==> src/rtl/serial_add_ctrl.sv <==
// Bit-serial adder sequencer driving one external combinational 1-bit full adder, LSB first.
// Optional two's-complement overflow output enabled by defining SERIAL_ADD_OVF_EN.
module serial_add_ctrl #(
  parameter int unsigned WIDTH = 8
) (
  input  logic             clk,
  input  logic             rst_n,
  input  logic             start,
  input  logic [WIDTH-1:0] op_a,
  input  logic [WIDTH-1:0] op_b,
  input  logic             cin,
  output logic             busy,
  output logic             done,
  output logic [WIDTH-1:0] result,
  output logic             cout,
`ifdef SERIAL_ADD_OVF_EN
  output logic             ovf,
`endif
  output logic             a,
  output logic             b,
  output logic             ci,
  input  logic             sum,
  input  logic             co
);

  localparam int unsigned CNT_W = $clog2(WIDTH + 1);
  localparam logic [CNT_W-1:0] LastCnt = CNT_W'(WIDTH - 1);

  typedef enum logic [1:0] {StIdle, StShift, StDone} state_e;

  state_e           state_q, state_d;
  logic [WIDTH-1:0] sa_q, sa_d;
  logic [WIDTH-1:0] sb_q, sb_d;
  logic [WIDTH-1:0] result_q, result_d;
  logic [CNT_W-1:0] cnt_q, cnt_d;
  logic             carry_q, carry_d;
  logic             cout_q, cout_d;
  logic             busy_q, busy_d;
  logic             done_q, done_d;
`ifdef SERIAL_ADD_OVF_EN
  logic             ovf_q, ovf_d;
`endif

  always_ff @(posedge clk or negedge rst_n) begin
    if (!rst_n) begin
      state_q  <= StIdle;
      sa_q     <= '0;
      sb_q     <= '0;
      result_q <= '0;
      cnt_q    <= '0;
      carry_q  <= 1'b0;
      cout_q   <= 1'b0;
      busy_q   <= 1'b0;
      done_q   <= 1'b0;
`ifdef SERIAL_ADD_OVF_EN
      ovf_q    <= 1'b0;
`endif
    end else begin
      state_q  <= state_d;
      sa_q     <= sa_d;
      sb_q     <= sb_d;
      result_q <= result_d;
      cnt_q    <= cnt_d;
      carry_q  <= carry_d;
      cout_q   <= cout_d;
      busy_q   <= busy_d;
      done_q   <= done_d;
`ifdef SERIAL_ADD_OVF_EN
      ovf_q    <= ovf_d;
`endif
    end
  end

  always_comb begin
    state_d  = state_q;
    sa_d     = sa_q;
    sb_d     = sb_q;
    result_d = result_q;
    cnt_d    = cnt_q;
    carry_d  = carry_q;
    cout_d   = cout_q;
    busy_d   = busy_q;
    done_d   = 1'b0;
`ifdef SERIAL_ADD_OVF_EN
    ovf_d    = ovf_q;
`endif
    unique case (state_q)
      StIdle: begin
        if (start) begin
          sa_d    = op_a;
          sb_d    = op_b;
          carry_d = cin;
          cnt_d   = '0;
          busy_d  = 1'b1;
          state_d = StShift;
`ifdef SERIAL_ADD_OVF_EN
          ovf_d   = 1'b0;
`endif
        end
      end
      StShift: begin
        result_d = {sum, result_q[WIDTH-1:1]};
        carry_d  = co;
        sa_d     = sa_q >> 1;
        sb_d     = sb_q >> 1;
        cnt_d    = cnt_q + 1'b1;
        if (cnt_q == LastCnt) begin
          cout_d  = co;
          busy_d  = 1'b0;
          done_d  = 1'b1;
          state_d = StDone;
`ifdef SERIAL_ADD_OVF_EN
          // carry_q is the carry into the MSB on this final edge
          ovf_d   = carry_q ^ co;
`endif
        end
      end
      StDone:  state_d = StIdle;
      default: state_d = StIdle;
    endcase
  end

  // busy_q is high exactly in SHIFT, so it gates the adder inputs to 0 elsewhere
  assign a      = busy_q & sa_q[0];
  assign b      = busy_q & sb_q[0];
  assign ci     = busy_q & carry_q;
  assign busy   = busy_q;
  assign done   = done_q;
  assign result = result_q;
  assign cout   = cout_q;
`ifdef SERIAL_ADD_OVF_EN
  assign ovf    = ovf_q;
`endif

endmodule

==> config.mk <==
export PLATFORM = sky130hd
export DESIGN_NAME = serial_add_ctrl
export DESIGN_NICKNAME = d
export VERILOG_FILES = /design/src/rtl/serial_add_ctrl.sv
export SDC_FILE = /design/constraint.sdc
export NUM_CORES = 1
export LEC_CHECK = 0
export CAP_MARGIN = 20
export CORE_MARGIN = 1
export CORE_UTILIZATION = 40
export DETAILED_ROUTE_END_ITERATION = 7
export GPL_TIMING_DRIVEN = 0
export HOLD_SLACK_MARGIN = 0.12
export PLACE_DENSITY = 0.71
export SETUP_SLACK_MARGIN = 0.15
export SLEW_MARGIN = 20
export SYNTH_ARGS = -nofsm -noshare
export SYNTH_HDL_FRONTEND = slang
export SYNTH_SLANG_ARGS = --single-unit
export TNS_END_PERCENT = 30
==> constraint.sdc <==
create_clock -name clk -period 2.8 [get_ports clk]
set_input_delay 0.7 -clock clk [delete_from_list [all_inputs] [get_ports clk]]
set_output_delay 0.7 -clock clk [all_outputs]
set_load 0.02 [all_outputs]
# After elaboration in Yosys (flattened, before gate mapping)
# Cells that the tools add are included.
# totals
ff_bits,34
input_bits,22
output_inout_bits,14
elab_cells,39
# classes
add_sub_neg,1
n_eq_ne,4
mux,16
n_bitwise,3
n_reduce_logical,6
# ops
op,n
case mux 8 bit (2 select lines),2
two-way mux 8 bit,2
case mux 4 bit (2 select lines),1
AND reduction 2 bit,3
two-way mux 1 bit,5
"adder 4 x 1 -> 4 bit, second input constant",1
"== test 4 x 3 -> 1 bit, second input constant",1
two-way mux 2 bit,2
two-way mux 4 bit,1
"!= test 2 bit, second input constant",2
case mux 1 bit (2 select lines),2
case mux 2 bit (2 select lines),1
AND 1 bit,3
AND reduction 3 bit,1
"== test 2 x 1 -> 1 bit, second input constant",1
zero test 2 bit,1
nonzero test 2 bit,1

# Logic depth before layout (Yosys ltp)
# Gate-level depths: netlist of run 1.
# logic_depth
ltp_word,3
mapped_depth,5
mapped_depth_nobuf,4

# Worst setup path after synthesis of run 1
# No wires, ideal clock.
# synth_timing
kind,register to output
from,register busy_q (netlist: busy)
to,output b
t_arrival_ns,0.730
t_required_ns,2.100
slack_ns,1.370
path_stages_with_launch,2
path_buffers,0
cell_sequence,dfrtp_1 and2_1
# synth_via
elab_chain_len,1
# synth_rtl
element,line_no,rtl
start: declaration,38,"logic busy_q, busy_d;"
start signal: assignment,66,busy_q <= busy_d;
AND 1 bit,125,assign b = busy_q & sb_q[0];
end: declaration,20,"output logic b,"
# Every way passes these cells.

# Worst setup path in the final report of run 1
# layout_timing
from,register busy_q (netlist: busy)
to,output a
# layout_via
elab_chain_len,1
# layout_rtl
element,line_no,rtl
AND 1 bit,124,assign a = busy_q & sa_q[0];
end: declaration,19,"output logic a,"
# Every way passes these cells.

==> results of run 1 <==
synthesized netlist by cell type (all sizes together):
| master | number | share of area (%) |
|---|---|---|
| o21bai | 1 | 0.45 |
| o21ai | 18 | 7.3 |
| a22o | 2 | 1.0 |
| nor2 | 2 | 0.45 |
| inv | 2 | 0.44 |
| a21oi | 18 | 7.3 |
| a22oi | 15 | 6.7 |
| nor3 | 2 | 1.3 |
| o311ai | 1 | 0.52 |
| nand2b | 1 | 0.52 |
| mux2 | 2 | 1.3 |
| and2b | 8 | 3.6 |
| and2 | 3 | 1.1 |
| buf | 9 | 4.5 |
| dfrtp | 34 | 50 |
| nand2 | 29 | 6.5 |
| nand3 | 2 | 0.59 |
| clkbuf | 2 | 0.45 |
| o22ai | 1 | 0.74 |
| nor2b | 11 | 4.1 |
| ha | 1 | 0.74 |
worst max-delay path by stage:
stage | slack, ns | from | cells past startpoint | endpoint
global placement | 0.40 | rst_n | 1 | result[7]$_DFFE_PN0P_
finish | 0.63 | busy$_DFFE_PN0P_ | 2 | a
floorplan | 1.37 | busy$_DFFE_PN0P_ | 1 | b
global route | 0.56 | busy$_DFFE_PN0P_ | 2 | a
CTS | 0.62 | busy$_DFFE_PN0P_ | 2 | a
detailed placement | 0.60 | start | 4 | cnt_q[2]$_DFFE_PN0P_
per-layer routing:
layer  vias to the layer above  track usage [%]  share of wire, %
met5                         -                0                 0
met4                         0             7.98               1.7
met3                         9             6.34               4.7
met2                        42             31.8                48
met1                       661             24.5                45
li1                        651                -                 -
layout make-up:
| class | instances | share of cell area, % |
|---|---|---|
| Tap cell | 50 | 2.80 |
| Buffer | 11 | 3.69 |
| Clock inverter | 2 | 2.68 |
| Timing Repair Buffer | 35 | 15.4 |
| Sequential cell | 34 | 38.0 |
| Multi-Input combinational cell | 117 | 33.3 |
| Inverter | 2 | 0.336 |
| Clock buffer | 6 | 3.69 |
state kept, by name, summed over array words and instances, names as in the netlist:
name / cells
result: 8
sa_q: 8
sb_q: 8
cnt_q: 4
state_q: 2
busy: 1
carry_q: 1
cout: 1
done: 1
per-stage QoR:
stage	setup slack [ns]	hold WS (ns)
floorplan	1.37	0.404
global placement	0.396	0.466
detailed placement	0.596	0.488
CTS	0.617	0.491
global route	0.556	0.527
finish	0.629	0.482
power by group:
| part | internal, W | switching, W | leakage [nW] | total [W] |
|---|---|---|---|---|
| clock | 0.000380 | 0.000184 | 0.0714 | 0.000564 |
| sequential | 0.000695 | 0.000172 | 0.434 | 0.000867 |
| combinational | 0.000505 | 0.000587 | 0.485 | 0.00109 |
| total | 0.00158 | 0.000943 | 0.990 | 0.00252 |
cells by family after synthesis:
logic type      synth area share, %
fa+ha+maj                     0.742
simple gates                   18.0
buf+inv                        5.34
compound gates                 24.1
mux                            1.34
flops                          50.4
critical path, cell delays in order (launching register included):
cell and delay (ns):
dfrtp_1 0.44, and2_1 0.16, clkdlybuf4s50_1 0.59
==> impl_results.md, run 1 <==
- Status: finished clean
- CTS Buffer Depth: 2
- Reg-to-reg endpoint: cout$_DFFE_PN0P_
- Most frequent cells in the layout: dfrtp_1 (34), clkdlybuf4s50_1 (34), nand2_1 (29), a22oi_1 (15), nor2b_1 (11)
- Clock-pin slew on the worst setup and hold paths: around 0.070 ns
- VDD IR max: 587 uV
- Total track usage: 19.9%
- Worst-path maximum fanout: 5
- Final-report hold violation count: 0
- Initial antenna violation count: 0
- Total CTS buffers: 5
- H-tree levels: 2
- Core ar.: 4030 um^2
- Post-DP Area: roughly 2100 um^2
- Layout fillers: around 330
- RSZ-0062 raised after global routing: false
- Startpoint Class: register
- Gates resized, CTS repair: 0
- Clock sink total: 34
- Worst-Margin Slew: slightly below 0.8 ns
- Crit path required time: ~2.1 ns
- Setup TNS: 0 ns
- 1st-iter DRT viols: 68
- Slew Viols, Final: 0
- Area growth, synth to finish: 32.6%
- Hpwl dp: roughly 2700 um
- Synthesized cell area: around 1700 um^2
- Max_cap viols: 0
- Final wirelength: roughly 3900 um
- Fin cells: between 200 and 300
- Via count: 1,363
- CP Capture Type: output pin
- Site Rows: 23
- PortBufs: 35
- Mapped Cells: around 160
- Crit path kind: reg -> out
- Number of global-route vias before repair: between 1k and 1.5k
- # nets final: about 230
- Post-CTS Hold Buffers: 0
- Final critical-path share of the clock period: around 78%
- Sequential-to-total area share from yosys stat: 50.4%
- # placed instances: between 200 and 250
- HP Class: in -> async
- R2R Setup Slk: 1.41 ns
- Utilization after layout: between 50 and 60%
- Routed length per placed instance: 15.1 um
- Multi-input gate area: 746 um^2
- Die height: 66.9 um
- Reg2Reg Depth: 4
- Clock Skews: approximately 0.0072 ns
- Antenna viol nets, final: 0
- Reg2reg start: cnt_q[0]$_DFFE_PN0P_
- GR Overflow Total: 0
- Gpl congestion: ~0.73
- Largest net degree at the start of global routing: 35
- Horiz. Die Dim: 66.9 um
- Crit path time final: between 2 and 2.5 ns
- Yosys warnings: 0
- Max Fclk: roughly 460 MHz
- Reg area: 851 um^2
- Die Footprint: around 4500 um^2
- Leak: 0.990 nW
- First-pass GRT wire length: 6310 um
- Clk Latency, worst-skew pair: 0.29 ns
- I/O pin count: 36
- Final Setup Violations: 0
- DRC viols: 0
- Max-slew headroom: 48.6%
- Setup Fix Bufs, Post-CTS: 0
- Root buf cell: clkbuf_8
- Fin area: 2240 um^2
- CTS tree: done
- #FFs+latches synth: 34
- Cell variety after synth: 28
- Tot Pwr: 0.00252 W
- Syn_nets: ~190
- Share of layout cells above drive strength 1: approximately 20%
- Crit path DAT: between 1 and 1.5 ns
- Initial core utilization: 41.9%
- Avg Cell Area, Syn: just over 10 um^2
- Antenna Cells: 0
- PD cells: about 1100 nW/um^2
- Drt first pass iters: 4
- Post-DR vias/cell: 5.30
(Power assumes the default switching activity.)
==> run 2: changes to the inputs <==
clock period = 2.23 ns   (was 2.8 ns; I/O delays follow)
==> impl_results.md, run 2 (synthesized netlist as in run 1, its figures left out) <==
- 1st-iter DRT viols: 68 (unchanged)
- Setup TNS: 0 ns (unchanged)
- Commonest non-fill, non-tap cell in the layout: dfrtp_1
- Routed length per placed instance: 15.1 um (about the same)
- Setup ws final: 0.206 ns (was 0.629 ns)
- Final critical-path share of the clock period: between 90% and 100%
- Crit path kind: reg -> out (unchanged)
- I/O pin count: 36 (unchanged)
- Crit path time final: about 2 ns
- Leak: 1.01 nW (was 0.990 nW)
- VDD IR max: 737 uV (was 587 uV)
- Slew Viols, Final: 0 (unchanged)
- Final-report hold violation count: 0 (unchanged)
- PD cells: 1410 nW/um^2 (was 1130 nW/um^2)
- M1 GR Usage: 24.5% (unchanged)
- Area growth, synth to finish: 32.8% (was 32.6%)
- R2R Setup Slk: 0.84 ns (was 1.41 ns)
- Worst-path maximum fanout: 5 (unchanged)
- Crit path required time: 1.67 ns (was 2.10 ns)
- Largest net degree at the start of global routing: 35 (unchanged)
- Post-DP Area: 2090 um^2 (unchanged)
- HP Class: in -> async (unchanged)
- Clock sink total: 34 (unchanged)
- Status: finished clean (unchanged)
- Core ar.: 4030 um^2 (unchanged)
- Horiz. Die Dim: 66.9 um (unchanged)
- Antenna viol nets, final: 0 (unchanged)
- CTS tree: done (unchanged)
- Share of layout cells above drive strength 1: 20.3% (unchanged)
- Via count: 1,363 (unchanged)
- Most frequent cells in the layout: dfrtp_1 (34), clkdlybuf4s50_1 (33), nand2_1 (29), a22oi_1 (15), nor2b_1 (11) (was dfrtp_1 (34), clkdlybuf4s50_1 (34), nand2_1 (29), a22oi_1 (15), nor2b_1 (11))
- GR Overflow Total: 0 (unchanged)
- Drt first pass iters: 4 (unchanged)
- Site Rows: 23 (unchanged)
- Hpwl dp: 2650 um (unchanged)
- Busiest layer in global routing: met2 (unchanged)
- Max-slew headroom: 48.6% (unchanged)
- Layout fillers: 334 (unchanged)
- Total track usage: 19.9% (unchanged)
- Fin area: 2240 um^2 (about the same)
- Tot Pwr: 0.00317 W (was 0.00252 W)
- Initial core utilization: 41.9% (unchanged)
- Die height: 66.9 um (unchanged)
- H-tree levels: 2 (unchanged)
- Reg2Reg Depth: 4 (unchanged)
- CTS Buffer Depth: 2 (unchanged)
- Clock-pin slew on the worst setup and hold paths: 0.07 ns (about the same)
- Reg2reg start: cnt_q[0]$_DFFE_PN0P_ (unchanged)
- First-pass GRT wire length: 6310 um (unchanged)
- Antenna Cells: 0 (unchanged)
- Final Setup Violations: 0 (unchanged)
- CP Capture Type: output pin (unchanged)
- Final wirelength: 3880 um (about the same)
- PortBufs: 35 (unchanged)
- Clock Skews: 0.00721 ns (unchanged)
- Reg-to-reg endpoint: cout$_DFFE_PN0P_ (unchanged)
- Post-CTS Hold Buffers: 0 (unchanged)
- Total CTS buffers: 5 (unchanged)
- Gates resized, CTS repair: 0 (unchanged)
- Root buf cell: clkbuf_8 (unchanged)
- Max_cap viols: 0 (unchanged)
- Setup Fix Bufs, Post-CTS: 0 (unchanged)
- Hold WS: 0.340 ns (was 0.482 ns)
- Clk Latency, worst-skew pair: 0.29 ns (about the same)
- Gpl congestion: 0.731 (unchanged)
- Post-DR vias/cell: 5.30 (unchanged)
- Met3 usage: 6.34% (unchanged)
- Worst-Margin Slew: 0.771 ns (unchanged)
- # nets final: 229 (unchanged)
- Startpoint Class: register (unchanged)
- Max Fclk: slightly below 500 MHz
- Initial antenna violation count: 0 (unchanged)
- Die Footprint: 4480 um^2 (unchanged)
- Crit path DAT: 1.47 ns (about the same)
- Number of global-route vias before repair: 1,386 (unchanged)
- DRC viols: 0 (unchanged)
- Global routing usage on met2: 31.8% (unchanged)
- Dpl ws: 0.168 ns (was 0.596 ns)
- RSZ-0062 raised after global routing: true (was false)
-- run 2: cell types whose count changed in the layout (fill, tap and decap cells not counted), sizes merged --
cell / delta
clkdlybuf4s50: -1
dlymetal6s2s: +1
-- run 2: routing by layer --
layer	wire length, um	up-vias	share of wire (%)
met5	0	-	0
met4	65	0	1.7
met3	182	9	4.7
met2	1880	42	48
met1	1750	661	45
li1	-	651	-
-- run 2: final cells by class --
type	instances	area, um^2	share of cell area, %
inverters	2	7.51	0.335
repair buffers	35	348	15.5
plain buffers	11	82.6	3.69
clock buffers	6	82.6	3.69
clock inverters	2	60.1	2.68
well taps	50	62.6	2.79
flip-flops and latches	34	851	38.0
multi-input cells	117	746	33.3
-- run 2: worst max-delay path by stage --
| stage | from | to | slack [ns] | cells after the start |
|---|---|---|---|---|
| 3_5_place_dp | start | cnt_q[2]$_DFFE_PN0P_ | 0.17 | 4 |
| 4_1_cts | busy$_DFFE_PN0P_ | a | 0.19 | 2 |
| 3_3_place_gp | rst_n | result[7]$_DFFE_PN0P_ | -0.03 | 1 |
| 2_1_floorplan | busy$_DFFE_PN0P_ | b | 0.94 | 1 |
| 6_report | busy$_DFFE_PN0P_ | ci | 0.21 | 2 |
| 5_1_grt | busy$_DFFE_PN0P_ | ci | 0.14 | 2 |
-- run 2: where the power goes --
| part | switching, W | internal (W) |
|---|---|---|
| Combinational | 0.000736 | 0.000633 |
| Sequential | 0.000216 | 0.000872 |
| Clock | 0.000231 | 0.000477 |
-- run 2: critical path, cell delays in order, from the launching register on --
cell and delay, ns:
dfrtp_1 0.44, and2_1 0.15, clkdlybuf4s50_1 0.59
-- run 2: per-stage QoR --
stage               util, %  instances
finish                 55.6        257
global route           55.6        257
CTS                    55.5        257
detailed placement     52.0        249
global placement       52.1        249
floorplan                 -        164
==> run 3: changes to the inputs <==
CORE_UTILIZATION = 50   (was 40)
PLACE_DENSITY = 0.85   (was 0.71)
==> impl_results.md, run 3 (synthesized netlist as in run 1, its figures left out) <==
- Crit path DAT: 1.51 ns (was 1.47 ns)
- R2R Setup Slk: 0.85 ns (was 0.84 ns)
- Slew Viols, Final: 0 (unchanged)
- Launch point of the worst path: busy$_DFFE_PN0P_ (unchanged)
- Reg2reg start: cnt_q[0]$_DFFE_PN0P_ (unchanged)
- Startpoint Class: register (unchanged)
- Max-slew headroom: 49.8% (was 48.6%)
- Worst-Margin Slew: 0.753 ns (was 0.771 ns)
- Initial core utilization: 53.9% (was 41.9%)
- Clk Latency, worst-skew pair: 0.36 ns (was 0.29 ns)
- Commonest non-fill, non-tap cell in the layout: dfrtp_1 (unchanged)
- Antenna Cells: 0 (unchanged)
- Post-CTS Hold Buffers: 0 (unchanged)
- Hpwl dp: 2570 um (was 2650 um)
- Post-DR vias/cell: 5.54 (was 5.30)
- Hold WS: 0.252 ns (was 0.340 ns)
- Reg2Reg Depth: 4 (unchanged)
- Max Fclk: 485 MHz (was 494 MHz)
- RSZ-0062 raised after global routing: true (unchanged)
- I/O pin count: 36 (unchanged)
- Clock-pin slew on the worst setup and hold paths: 0.12 ns (was 0.07 ns)
- Final wirelength: 3750 um (was 3880 um)
- Site Rows: 20 (was 23)
- CTS Buffer Depth: 2 (unchanged)
- Final-report hold violation count: 0 (unchanged)
- Horiz. Die Dim: 60.1 um (was 66.9 um)
- Total track usage: 23.4% (was 19.9%)
- Worst-path maximum fanout: 4 (was 5)
- Final critical-path share of the clock period: 92.5% (was 90.8%)
- Tot Pwr: 0.00292 W (was 0.00317 W)
- Via count: 1,395 (was 1,363)
- Clock sink total: 34 (unchanged)
- Area growth, synth to finish: 29.2% (was 32.8%)
- PortBufs: 35 (unchanged)
- Layout fillers: 254 (was 334)
- Number of global-route vias before repair: 1,357 (was 1,386)
- VDD IR max: 907 uV (was 737 uV)
- Crit path kind: reg -> out (unchanged)
- Crit path time final: 2.06 ns (was 2.02 ns)
- Setup TNS: 0 ns (unchanged)
- Core ar.: 3130 um^2 (was 4030 um^2)
- HP Class: in -> async (unchanged)
- Worst Path Buf+Inv: 1 (unchanged)
- Die Footprint: 3610 um^2 (was 4480 um^2)
- Clock Skews: 0.0157 ns (was 0.00721 ns)
- Initial antenna violation count: 0 (unchanged)
- Worst stage delay on the critical path: 0.59 ns (about the same)
- First-pass GRT wire length: 6140 um (was 6310 um)
- Max_cap viols: 0 (unchanged)
- Routed length per placed instance: 14.9 um (was 15.1 um)
- GR Overflow Total: 0 (unchanged)
- CP Capture Point: b (was ci)
- CP Capture Type: output pin (unchanged)
- Status: finished clean (unchanged)
- Crit path required time: 1.67 ns (about the same)
- H-tree levels: 2 (unchanged)
- Cell Chain, Critical Path: and2_1, clkdlybuf4s50_1 (unchanged)
- Gpl congestion: 0.763 (was 0.731)
- Critical path depth in cells: 2 (unchanged)
- DRC viols: 0 (unchanged)
- PD cells: 1340 nW/um^2 (was 1410 nW/um^2)
- Leak: 0.977 nW (was 1.01 nW)
- Crit path max-delay cell type: clkdlybuf4s50_1 (unchanged)
- CTS tree: done (unchanged)
- Most frequent cells in the layout: dfrtp_1 (34), clkdlybuf4s50_1 (32), nand2_1 (29), a22oi_1 (15), nor2b_1 (11) (was dfrtp_1 (34), clkdlybuf4s50_1 (33), nand2_1 (29), a22oi_1 (15), nor2b_1 (11))
- Largest net degree at the start of global routing: 35 (unchanged)
- # nets final: 230 (was 229)
- Die height: 60.1 um (was 66.9 um)
- Total CTS buffers: 5 (unchanged)
- Root buf cell: clkbuf_4 (was clkbuf_8)
- Final Setup Violations: 0 (unchanged)
- Antenna viol nets, final: 0 (unchanged)
- Reg-to-reg endpoint: cout$_DFFE_PN0P_ (unchanged)
- Utilization after layout: 69.6% (was 55.6%)
- 1st-iter DRT viols: 65 (was 68)
- Share of layout cells above drive strength 1: 20.7% (was 20.3%)
- Drt first pass iters: 4 (unchanged)
- Top cell family by delay on the critical path: buffers and inverters (unchanged)
[run 3: cell count changes in the layout (fill, tap and decap cells not counted), sizes merged]
cell and change:
buf +1, bufinv -1, clkbuf -1, clkdlybuf4s50 -1, clkinvlp +2, dlygate4sd2 +1
[run 3: stage by stage]
step	setup slack, ns	area, um^2	instances
final	0.167	2180	252
after global routing	0.104	2180	252
after CTS	0.108	2170	251
after detailed placement	0.205	2090	243
after global placement	-0.0434	2090	243
after floorplan	0.943	1690	164
[run 3: how the worst min path moves through the flow]
stage                                startpoint               endpoint  slack (ns)  cells past startpoint
after floorplan                           rst_n       busy$_DFFE_PN0P_        0.26                      0
after global placement    result[0]$_DFFE_PN0P_  result[0]$_DFFE_PN0P_        0.46                      2
after detailed placement  result[0]$_DFFE_PN0P_  result[0]$_DFFE_PN0P_        0.47                      2
after CTS                                 rst_n    sb_q[4]$_DFFE_PN0P_        0.27                      1
after global routing                      rst_n    sb_q[4]$_DFFE_PN0P_        0.30                      1
final                                     rst_n    sb_q[4]$_DFFE_PN0P_        0.25                      1
[run 3: where the power goes]
part | leakage [nW] | internal [W] | switching (W)
Clock | 0.0374 | 0.000235 | 0.000229
Combinational | 0.506 | 0.000636 | 0.000740
Sequential | 0.434 | 0.000869 | 0.000210
Total | 0.977 | 0.00174 | 0.00118
[run 3: layer usage]
layer | vias up | track usage (%) | share of wire (%)
met5 | - | 0 | 0
met1 | 689 | 28.3 | 41
li1 | 658 | - | -
met2 | 39 | 40.0 | 52
met4 | 0 | 6.31 | 1.2
met3 | 9 | 7.36 | 5.2
[run 3: what timing repair did]
action / CTS / global route
hold endpoints to repair: 0 / 0
endpoints found under the setup margin: 3 / 2
gates resized for setup: 1 / 1
setup buffers: 0 / 1
[run 3: area by class of cell]
cell class                 instances  area (um^2)  share of cell area, %
sequential                        34          851                   39.1
inverter                           2         7.51                  0.345
buffer                            11         82.6                   3.79
tap                               44         55.1                   2.53
clock buffer                       5         37.5                   1.72
multi-input combinational        117          746                   34.2
timing repair buffer              36          354                   16.3
clock inverter                     3         45.0                   2.07
